### src/rtl/mips_multicycle_ctl_if.sv
// Control bundle between the multicycle MIPS main controller and its datapath.
// master: the controller. It takes OpCode/Zero/mem_ready and drives the enables,
//         the mux selects, the ALU class, and the debug/status outputs.
// slave:  the datapath side, with the opposite directions.
interface mips_multicycle_ctl_if #(
    parameter int unsigned CNT_W = 32
);
    logic [5:0]       OpCode;
    logic             Zero;
    logic             mem_ready;
    logic             PCWrite;
    logic             IorD;
    logic             MemRead;
    logic             MemWrite;
    logic             IRWrite;
    logic             MemtoReg;
    logic             RegDst;
    logic             RegWrite;
    logic             ALUSrcA;
    logic [1:0]       ALUSrcB;
    logic [1:0]       PCSource;
    logic [2:0]       To_ctl_ALU;
    logic             illegal_op;
    logic [3:0]       state_dbg;
    logic [CNT_W-1:0] instr_retired;

    modport master (
        input  OpCode, Zero, mem_ready,
        output PCWrite, IorD, MemRead, MemWrite, IRWrite, MemtoReg, RegDst,
               RegWrite, ALUSrcA, ALUSrcB, PCSource, To_ctl_ALU, illegal_op,
               state_dbg, instr_retired
    );

    modport slave (
        output OpCode, Zero, mem_ready,
        input  PCWrite, IorD, MemRead, MemWrite, IRWrite, MemtoReg, RegDst,
               RegWrite, ALUSrcA, ALUSrcB, PCSource, To_ctl_ALU, illegal_op,
               state_dbg, instr_retired
    );
endinterface

### src/rtl/mips_multicycle_ctl.sv
// Main control FSM for the multicycle MIPS datapath.
// Steps each instruction through fetch, decode, execute, memory and writeback.
// Produces the datapath enables and mux selects, and the 3-bit ALU operation
// class for the ALU control decoder. Also keeps a sticky illegal-opcode flag and
// a retired-instruction counter.
// Ports: clk, rst_n (async, active-low), and bus (mips_multicycle_ctl_if.master).
module mips_multicycle_ctl #(
    parameter int unsigned CNT_W  = 32,
    parameter logic [5:0]  OP_R   = 6'b000000,
    parameter logic [5:0]  OP_LW  = 6'b100011,
    parameter logic [5:0]  OP_SW  = 6'b101011,
    parameter logic [5:0]  OP_BEQ = 6'b000100,
    parameter logic [5:0]  OP_BNE = 6'b000101,
    parameter logic [5:0]  OP_J   = 6'b000010
) (
    input  logic                    clk,
    input  logic                    rst_n,
    mips_multicycle_ctl_if.master   bus
);

    localparam logic [3:0] S_IDLE   = 4'd0;
    localparam logic [3:0] S_FETCH  = 4'd1;
    localparam logic [3:0] S_DECODE = 4'd2;
    localparam logic [3:0] S_MEMADR = 4'd3;
    localparam logic [3:0] S_MEMRD  = 4'd4;
    localparam logic [3:0] S_MEMWB  = 4'd5;
    localparam logic [3:0] S_MEMWR  = 4'd6;
    localparam logic [3:0] S_EXEC   = 4'd7;
    localparam logic [3:0] S_RWB    = 4'd8;
    localparam logic [3:0] S_BRANCH = 4'd9;
    localparam logic [3:0] S_JUMP   = 4'd10;
    localparam logic [3:0] S_TRAP   = 4'd11;

    localparam logic [2:0] ALU_RTYPE = 3'b000;
    localparam logic [2:0] ALU_ADD   = 3'b001;
    localparam logic [2:0] ALU_ADDSW = 3'b010;
    localparam logic [2:0] ALU_SUB   = 3'b100;

    logic [3:0]       state;
    logic [3:0]       state_n;
    logic [5:0]       op_q;
    logic             illegal_q;
    logic [CNT_W-1:0] retired_q;

    logic             retire_c;
    logic             pc_write_c;
    logic             iord_c;
    logic             mem_read_c;
    logic             mem_write_c;
    logic             ir_write_c;
    logic             mem_to_reg_c;
    logic             reg_dst_c;
    logic             reg_write_c;
    logic             alu_src_a_c;
    logic [1:0]       alu_src_b_c;
    logic [1:0]       pc_source_c;
    logic [2:0]       alu_op_c;

    // State register. An async reset aborts any in-flight access at once.
    always_ff @(posedge clk or negedge rst_n) begin
        if (!rst_n) begin
            state <= S_IDLE;
        end else begin
            state <= state_n;
        end
    end

    // Next-state logic and Moore output decode. PCWrite in BRANCH is the
    // only output that also looks at Zero. FETCH also gates IRWrite/PCWrite
    // with mem_ready.
    always_comb begin
        state_n      = state;
        retire_c     = 1'b0;
        pc_write_c   = 1'b0;
        iord_c       = 1'b0;
        mem_read_c   = 1'b0;
        mem_write_c  = 1'b0;
        ir_write_c   = 1'b0;
        mem_to_reg_c = 1'b0;
        reg_dst_c    = 1'b0;
        reg_write_c  = 1'b0;
        alu_src_a_c  = 1'b0;
        alu_src_b_c  = 2'b00;
        pc_source_c  = 2'b00;
        alu_op_c     = ALU_ADD;

        case (state)
            S_IDLE: begin
                state_n = S_FETCH;
            end
            S_FETCH: begin
                mem_read_c  = 1'b1;
                alu_src_b_c = 2'b01;
                // Load IR and advance PC only in the cycle the read returns.
                ir_write_c  = bus.mem_ready;
                pc_write_c  = bus.mem_ready;
                if (bus.mem_ready) begin
                    state_n = S_DECODE;
                end
            end
            S_DECODE: begin
                alu_src_b_c = 2'b11;
                // op_q is not valid until the end of this cycle, so decode the live opcode here.
                case (bus.OpCode)
                    OP_LW, OP_SW:   state_n = S_MEMADR;
                    OP_R:           state_n = S_EXEC;
                    OP_BEQ, OP_BNE: state_n = S_BRANCH;
                    OP_J:           state_n = S_JUMP;
                    default:        state_n = S_TRAP;
                endcase
            end
            S_MEMADR: begin
                alu_src_a_c = 1'b1;
                alu_src_b_c = 2'b10;
                if (op_q == OP_SW) begin
                    alu_op_c = ALU_ADDSW;
                    state_n  = S_MEMWR;
                end else begin
                    state_n  = S_MEMRD;
                end
            end
            S_MEMRD: begin
                mem_read_c = 1'b1;
                iord_c     = 1'b1;
                if (bus.mem_ready) begin
                    state_n = S_MEMWB;
                end
            end
            S_MEMWB: begin
                reg_write_c  = 1'b1;
                mem_to_reg_c = 1'b1;
                retire_c     = 1'b1;
                state_n      = S_FETCH;
            end
            S_MEMWR: begin
                mem_write_c = 1'b1;
                iord_c      = 1'b1;
                if (bus.mem_ready) begin
                    retire_c = 1'b1;
                    state_n  = S_FETCH;
                end
            end
            S_EXEC: begin
                alu_src_a_c = 1'b1;
                alu_op_c    = ALU_RTYPE;
                state_n     = S_RWB;
            end
            S_RWB: begin
                reg_write_c = 1'b1;
                reg_dst_c   = 1'b1;
                retire_c    = 1'b1;
                state_n     = S_FETCH;
            end
            S_BRANCH: begin
                alu_src_a_c = 1'b1;
                alu_op_c    = ALU_SUB;
                pc_source_c = 2'b01;
                pc_write_c  = (op_q == OP_BNE) ? ~bus.Zero : bus.Zero;
                retire_c    = 1'b1;
                state_n     = S_FETCH;
            end
            S_JUMP: begin
                pc_write_c  = 1'b1;
                pc_source_c = 2'b10;
                retire_c    = 1'b1;
                state_n     = S_FETCH;
            end
            S_TRAP: begin
                state_n = S_TRAP;
            end
            default: begin
                state_n = S_IDLE;
            end
        endcase
    end

    // Opcode captured in DECODE. Every later state decides from this copy.
    always_ff @(posedge clk or negedge rst_n) begin
        if (!rst_n) begin
            op_q <= 6'd0;
        end else if (state == S_DECODE) begin
            op_q <= bus.OpCode;
        end
    end

    // Sticky illegal-opcode flag, set on the edge that enters TRAP.
    always_ff @(posedge clk or negedge rst_n) begin
        if (!rst_n) begin
            illegal_q <= 1'b0;
        end else if (state_n == S_TRAP) begin
            illegal_q <= 1'b1;
        end
    end

    // Retired-instruction counter; wraps silently.
    always_ff @(posedge clk or negedge rst_n) begin
        if (!rst_n) begin
            retired_q <= '0;
        end else if (retire_c) begin
            retired_q <= retired_q + CNT_W'(1);
        end
    end

    assign bus.PCWrite       = pc_write_c;
    assign bus.IorD          = iord_c;
    assign bus.MemRead       = mem_read_c;
    assign bus.MemWrite      = mem_write_c;
    assign bus.IRWrite       = ir_write_c;
    assign bus.MemtoReg      = mem_to_reg_c;
    assign bus.RegDst        = reg_dst_c;
    assign bus.RegWrite      = reg_write_c;
    assign bus.ALUSrcA       = alu_src_a_c;
    assign bus.ALUSrcB       = alu_src_b_c;
    assign bus.PCSource      = pc_source_c;
    assign bus.To_ctl_ALU    = alu_op_c;
    assign bus.illegal_op    = illegal_q;
    assign bus.state_dbg     = state;
    assign bus.instr_retired = retired_q;

endmodule

### src/flat_wrapper.sv
// flat-port wrapper written by rule: the top's interface ports become plain ports
module mips_multicycle_ctl_flat 
#(
    parameter int unsigned CNT_W  = 32,
    parameter logic [5:0]  OP_R   = 6'b000000,
    parameter logic [5:0]  OP_LW  = 6'b100011,
    parameter logic [5:0]  OP_SW  = 6'b101011,
    parameter logic [5:0]  OP_BEQ = 6'b000100,
    parameter logic [5:0]  OP_BNE = 6'b000101,
    parameter logic [5:0]  OP_J   = 6'b000010
)
  (clk, rst_n, bus_OpCode, bus_Zero, bus_mem_ready, bus_PCWrite, bus_IorD, bus_MemRead, bus_MemWrite, bus_IRWrite, bus_MemtoReg, bus_RegDst, bus_RegWrite, bus_ALUSrcA, bus_ALUSrcB, bus_PCSource, bus_To_ctl_ALU, bus_illegal_op, bus_state_dbg, bus_instr_retired);
  mips_multicycle_ctl_if #(.CNT_W(CNT_W)) bus_i ();
  input  logic clk;
  input  logic rst_n;
  input wire logic [$bits(bus_i.OpCode)-1:0] bus_OpCode;
  input wire logic [$bits(bus_i.Zero)-1:0] bus_Zero;
  input wire logic [$bits(bus_i.mem_ready)-1:0] bus_mem_ready;
  output wire logic [$bits(bus_i.PCWrite)-1:0] bus_PCWrite;
  output wire logic [$bits(bus_i.IorD)-1:0] bus_IorD;
  output wire logic [$bits(bus_i.MemRead)-1:0] bus_MemRead;
  output wire logic [$bits(bus_i.MemWrite)-1:0] bus_MemWrite;
  output wire logic [$bits(bus_i.IRWrite)-1:0] bus_IRWrite;
  output wire logic [$bits(bus_i.MemtoReg)-1:0] bus_MemtoReg;
  output wire logic [$bits(bus_i.RegDst)-1:0] bus_RegDst;
  output wire logic [$bits(bus_i.RegWrite)-1:0] bus_RegWrite;
  output wire logic [$bits(bus_i.ALUSrcA)-1:0] bus_ALUSrcA;
  output wire logic [$bits(bus_i.ALUSrcB)-1:0] bus_ALUSrcB;
  output wire logic [$bits(bus_i.PCSource)-1:0] bus_PCSource;
  output wire logic [$bits(bus_i.To_ctl_ALU)-1:0] bus_To_ctl_ALU;
  output wire logic [$bits(bus_i.illegal_op)-1:0] bus_illegal_op;
  output wire logic [$bits(bus_i.state_dbg)-1:0] bus_state_dbg;
  output wire logic [$bits(bus_i.instr_retired)-1:0] bus_instr_retired;
  assign bus_i.OpCode = bus_OpCode;
  assign bus_i.Zero = bus_Zero;
  assign bus_i.mem_ready = bus_mem_ready;
  assign bus_PCWrite = bus_i.PCWrite;
  assign bus_IorD = bus_i.IorD;
  assign bus_MemRead = bus_i.MemRead;
  assign bus_MemWrite = bus_i.MemWrite;
  assign bus_IRWrite = bus_i.IRWrite;
  assign bus_MemtoReg = bus_i.MemtoReg;
  assign bus_RegDst = bus_i.RegDst;
  assign bus_RegWrite = bus_i.RegWrite;
  assign bus_ALUSrcA = bus_i.ALUSrcA;
  assign bus_ALUSrcB = bus_i.ALUSrcB;
  assign bus_PCSource = bus_i.PCSource;
  assign bus_To_ctl_ALU = bus_i.To_ctl_ALU;
  assign bus_illegal_op = bus_i.illegal_op;
  assign bus_state_dbg = bus_i.state_dbg;
  assign bus_instr_retired = bus_i.instr_retired;
  mips_multicycle_ctl #(.CNT_W(CNT_W), .OP_R(OP_R), .OP_LW(OP_LW), .OP_SW(OP_SW), .OP_BEQ(OP_BEQ), .OP_BNE(OP_BNE), .OP_J(OP_J)) u_core (.clk(clk), .rst_n(rst_n), .bus(bus_i));
endmodule
### config.mk
export PLATFORM = sky130hd
export DESIGN_NAME = mips_multicycle_ctl_flat
export DESIGN_NICKNAME = d
export VERILOG_FILES = /design/src/rtl/mips_multicycle_ctl_if.sv /design/src/rtl/mips_multicycle_ctl.sv /design/src/flat_wrapper.sv
export SDC_FILE = /design/constraint.sdc
export NUM_CORES = 1
export LEC_CHECK = 0
export ABC_CLOCK_PERIOD_IN_PS = 2190
export CORE_UTILIZATION = 48
export DETAILED_ROUTE_END_ITERATION = 10
export PLACE_DENSITY = 0.86
export SLEW_MARGIN = 20
export SYNTH_ARGS = -nofsm -noshare
export SYNTH_HDL_FRONTEND = slang
export SYNTH_SLANG_ARGS = --single-unit
### constraint.sdc
create_clock -name clk -period 2.19 [get_ports clk]
set_clock_uncertainty 0.1 [all_clocks]
set_input_delay 0.3285 -clock clk [delete_from_list [all_inputs] [get_ports clk]]
set_output_delay 0.3285 -clock clk [all_outputs]
set_load 0.05 [all_outputs]
==> impl_metrics.ini, run 1 <==
[outcome]
outcome = finished, violations left
violations = negative setup slack

[setup_path]
start_kind = flip-flop
cp-startpoint = u_core.op_q[3]
crit_type = reg -> out
r2r_cells = 6
worstReg2RegStart = u_core.bus.instr_retired[6]
cp-end-kind = output port
cp_top_family = flip-flops
max_stage_delay_ns = 0.41
cp.depth = 6
worst-r2r-setup-slack_ns = 0.15
path_max_fanout = 3
required_ns = 1.76
crit_buf_inv = 1
worstReg2RegEnd = u_core.bus.instr_retired[29]
crit_end = bus_PCWrite
crit_chain = nor4b_2 > nand3b_1 > xor2_1 > o21a_1 > o21ai_2 > buf_12
crit_slowest_cell = dfrtp_1
arrival_ns = 1.77

[timing]
fmax_mhz = 455
period_share_pct = 100
fin_ws_ns = -0.00604
setup_violations = 1
finalCriticalPeriod_ns = 2.20
slew_violations = 0
slew_headroom_pct = 58.7
worst_slew_pin_slew_ns = 0.616
final-hold-violation-count = 0
whs_ns = 0.400
rsz0062_at_grt = true

[logic_synthesis]
ys_async_sr_fraction_pct = 100
synth_largest_area_cell = dfrtp_1
synth_edf_count = 0
synthCells = 226
synth_ff_type = dfrtp_1
synth_area_mm2 = 0.00223
yosysTopAreaCellShare_pct = 48.2
syn-num-nets = 237
netlist_top_cells_area = dfrtp_1, xor2_1, xnor2_1
ys_seq_area_share_pct = 48.2
avgSynthCellArea_um2 = 9.87
yosys_warnings = 0
synth.ff_latch_count = 43
yosys.cell_types.count = 40

[clock_network]
cts_tree = built
cts.reportedPaths.clkPinSlew_ns = 0.07
ctsHtreeMaxLevel = 2
cts_made_buffers = 5
max-clock-path-buffers = 2
clk_latency_ns = 0.29
cts_root_buf = clkbuf_8
clkSinkCount = 43

[pwr]
powerDensity_mw_per_mm2 = 1140
p_leak_nw = 1.48
power_w = 0.00385
vdd_ir_drop_max_mv = 0.914

[routing]
drtAntennaViolNets = 0
routedWlPerCell_um = 14.0
vias_per_cell = 5.33
wl_um = 5100
drc = 0
first_pass_iters = 4
vias = 1933
drt_iter0_markers = 138

[flow_run]
cap_violations = 0

[floorplan]
die_area_mm2 = 0.00492
die_h_um = 70.2
ioPinCount = 63
core_area_mm2 = 0.00441
initial_core_util_pct = 50.5
fp.dieW_um = 70.2
num_rows = 24

[finish]
n_antenna_cell = 0
final_cell_mix = clkdlybuf4s50_1, dfrtp_1, nor2_1
layout-drive-gt1-share_pct = 24.1
layout.nets = 321
fin_util_pct = 76.3
syn_to_final_growth_pct = 51.0
stdcell_count = 363

[placed_design]
dp.cells = 351
dp_hpwl_um = 3900
io_buffers = 62
gp_congestion = 0.844

[global_route]
grt-ovfl-total = 0
grt_pass1_vias = 1799
grt_pass1_wl_um = 8470
antenna_found_initial = 0
grt_max_degree = 30
grt_usage_pct = 21.6

[worst_hold_path]
hp-class = reg -> reg
worstHoldStart = u_core.bus.illegal_op
## worst min path at each step
stage                                         endpoint  slack (ns)  depth (start not counted)
final                            u_core.bus.illegal_op        0.40                          1
after floorplan                  u_core.bus.illegal_op       -0.07                          0
after global placement    u_core.bus.instr_retired[18]        0.27                          1
after CTS                 u_core.bus.instr_retired[31]        0.40                          1
after detailed placement  u_core.bus.instr_retired[18]        0.28                          1
after global routing      u_core.bus.instr_retired[26]        0.42                          1
## per-stage QoR
| step | setup slack [ns] | instance area, um2 | setup TNS, ns |
|---|---|---|---|
| 5_1_grt | -0.106 | 3370 | -0.109 |
| 6_report | -0.00604 | 3370 | -0.00604 |
| 3_5_place_dp | -0.0962 | 3220 | -0.498 |
| 2_1_floorplan | -0.275 | 2290 | -1.15 |
| 3_3_place_gp | -0.0181 | 3220 | -0.0307 |
| 4_1_cts | -0.0235 | 3340 | -0.0235 |
## cells in the mapped netlist (4+ instances only)
master and n:
dfrtp_1 43, inv_1 15, mux2_2 7, nand2_1 13, nand2b_1 4, nand3_1 10, nor2_1 25, nor3_1 18
nor4_1 4, o21ai_0 7, xnor2_1 16, xor2_1 17
## worst reg2reg max path: stages (launching register included)
cell and delay [ns]:
dfrtp_1 0.45, nand4_2 0.21, nor4_2 0.40, o211ai_1 0.15
buf_4 0.19, nor3_1 0.27, xor2_1 0.19
## per-layer routing
| layer | vias up | GRT usage, % | share of wire (%) |
|---|---|---|---|
| li1 | 951 | - | - |
| met1 | 917 | 29.1 | 46 |
| met2 | 59 | 35.5 | 48 |
| met3 | 6 | 4.91 | 4.9 |
| met4 | 0 | 5.33 | 1.0 |
| met5 | - | 0 | 0 |
## final cells by class
| class | count | area, um2 |
|---|---|---|
| Fill cell | 299 | 1050 |
| Timing Repair Buffer | 82 | 922 |
| Multi-Input combinational cell | 163 | 1140 |
| Tap cell | 52 | 65.1 |
| Sequential cell | 43 | 1080 |
| Clock buffer | 8 | 100 |
| Inverter | 15 | 60.1 |
## what timing repair did
action | 4_1_cts | 5_1_grt
pin swaps | 0 | 1
setup endpoints to repair | 3 | 7
resized for setup | 3 | 1
hold buffers | 1 | 0
buffers inserted | 0 | 3
endpoints found under the hold margin | 27 | 0
## logic make-up after synthesis
group           count (synthesis)  synth area share [%]
simple gates                   96                  22.9
flops                          43                  48.2
xor+xnor                       33                  13.0
compound gates                 26                  8.24
buf+inv                        20                  3.59
mux                             7                  3.53
fa+ha+maj                       1                 0.561
## power by group
part / switching, W / total, W / internal, W
clock: 0.000251 / 0.000538 / 0.000288
combinational: 0.00126 / 0.00221 / 0.000946
sequential: 0.000164 / 0.00110 / 0.000940
## flip-flops by register name, summed over array words and instances (netlist names)
| name | count |
|---|---|
| u_core.bus.instr_retired | 32 |
| u_core.op_q | 6 |
| u_core.bus.state_dbg | 4 |
| u_core.bus.illegal_op | 1 |
No activity file was read; power rests on OpenSTA's default activity.
==> run 2, diff against run 1 <==
- ABC_CLOCK_PERIOD_IN_PS: 2190 -> 2750
- CORE_UTILIZATION: 48 -> 49
- PLACE_DENSITY: 0.86 -> 0.88
- clock period: 2.19 -> 2.75 ns (I/O delays scaled with it)
==> run 2 against run 1 <==
  * The flow now finishes without violations
  * Die area is 2.0% lower
  * Via count about the same
  * Final cell count is 4.4% lower
  * Critical path depth down 2
  * Register-to-register slack gained 0.36 ns
  * Design area fell by 9.4%
  * Worst setup slack improved by 0.14 ns
  * Hold slack worse by 0.26 ns
  * Flip-flop and latch count did not move
  * Global-route usage down 0.42 points
  * Largest power group unchanged
==> impl_metrics.ini, run 2 (synthesis results as in run 1) <==
[placed_design]
post-place-ws_ns = 0.249
gp_congestion = 0.795
io_buffers = 62
dp_hpwl_um = 3660
dp.cells = 339

[timing]
fin_ws_ns = 0.132
period_share_pct = 95.2
slew_headroom_pct = 39.8
finalCriticalPeriod_ns = 2.62
setup_violations = 0
slew_violations = 0
worst_slew_pin_slew_ns = 0.903
whs_ns = 0.141
final-hold-violation-count = 0
fmax_mhz = 382
rsz0062_at_grt = false

[setup_path]
crit_slowest_cell = clkdlybuf4s50_1
crit_type = reg -> out
crit_chain = inv_1 > nand2_1 > nor2_1 > clkdlybuf4s50_1
max_stage_delay_ns = 0.81
worst-r2r-setup-slack_ns = 0.51
start_kind = flip-flop
path_max_fanout = 9
arrival_ns = 2.11
required_ns = 2.24
cp-end-kind = output port

[global_route]
grt_max_degree = 44
grt_pass1_vias = 1742
grt_pass1_wl_um = 8110
grt-ovfl-total = 0
grt_usage_pct = 21.2
antenna_found_initial = 0

[floorplan]
die_h_um = 69.5
ioPinCount = 63
num_rows = 24
core_area_mm2 = 0.00435
initial_core_util_pct = 51.2
die_area_mm2 = 0.00483
fp.dieW_um = 69.5

[finish]
n_antenna_cell = 0
final_common_cell = clkdlybuf4s50_1
fin_util_pct = 70.1
largest_reg_flops = 32
stdcell_count = 347
final_cell_mix = clkdlybuf4s50_1, dfrtp_1, nor2_1
nFillCells = 314
syn_to_final_growth_pct = 36.8
layout-drive-gt1-share_pct = 13.6
layout.nets = 305

[clock_network]
cts_root_buf = clkbuf_8
cts_made_buffers = 5
cts_hold_buf = 0
max-clock-path-buffers = 2
cts_tree = built
clkSinkCount = 43
clk_latency_ns = 0.30
post_cts_buffers = 0
ctsHtreeMaxLevel = 2
cts.reportedPaths.clkPinSlew_ns = 0.08

[routing]
drt_iter0_markers = 120
vias_per_cell = 5.57
routedWlPerCell_um = 14.1
first_pass_iters = 4
drtAntennaViolNets = 0
vias = 1934
wl_um = 4890
drc = 0

[outcome]
outcome = finished clean

[pwr]
vdd_ir_drop_max_mv = 0.484
p_leak_nw = 1.33
powerDensity_mw_per_mm2 = 916

[flow_run]
cap_violations = 0

[worst_hold_path]
hp-class = in -> async
## run 2: changes by cell type in the layout (fill, tap and decap cells not counted), moves of 2 or more
cell,delta
buf_12,-14
clkdlybuf4s50_1,+12
buf_4,-13
clkbuf_8,-2
nor3_1,+2
o21ai_2,-2
## run 2: metal layers
layer  vias up  GRT usage [%]  part of all wire [%]
met3         8           4.36                   7.1
met4         0           8.62                   1.6
met1       924           27.3                    44
met5         -              0                     0
li1        923              -                     -
met2        79           34.8                    47
## run 2: area by class of cell
type	count	area, um2	area share [%]
Clock buffer	5	68.8	2.25
Multi-Input combinational cell	163	1080	35.5
Timing Repair Buffer	66	658	21.6
Clock inverter	3	43.8	1.43
Inverter	15	56.3	1.84
Sequential cell	43	1080	35.3
Tap cell	52	65.1	2.13
## run 2: power by group
part	leakage [nW]	switching [W]	internal [W]
sequential	0.519	0.000159	0.000748
combinational	0.756	0.000882	0.000522
clock	0.0581	0.000216	0.000270
total	1.33	0.00126	0.00154
## run 2: worst paths after layout
path,startpoint,endpoint,depth (start not counted)
max,u_core.bus.state_dbg[0],bus_PCSource[1],4
min,rst_n,u_core.bus.instr_retired[12],1
max reg2reg,u_core.bus.state_dbg[0],u_core.bus.instr_retired[29],6
min reg2reg,u_core.bus.instr_retired[31],u_core.bus.instr_retired[31],1
max in group asynchronous,rst_n,u_core.bus.state_dbg[1],1
min in group clk,u_core.bus.instr_retired[31],u_core.bus.instr_retired[31],1
## run 2: through the flow
step           area [um2]  setup TNS [ns]  power, W
2_1_floorplan        2240        -0.00609   0.00184
3_3_place_gp         2930               0   0.00229
3_5_place_dp         2930               0   0.00232
4_1_cts              3050               0   0.00281
5_1_grt              3050               0   0.00294
6_report             3050               0   0.00280
## run 2: critical path, delay by kind of cell, from the launching register on
kind | cells | cell delay [ns]
buffers and inverters | 2 | 1.01
DFF | 1 | 0.50
and+or+nand+nor | 2 | 0.29
## run 2: repair_timing
item                                    CTS  global route
endpoints found under the setup margin    0             6
hold endpoints to repair                  0             0
resized for setup                         0             3
==> run 3, diff against run 2 <==
- CTS_CLUSTER_SIZE: not set -> 14
- SKIP_CTS_REPAIR_TIMING: not set -> 1
==> results of run 3 <==
The final DEF is identical to that of run 2; final timing and power are the same.
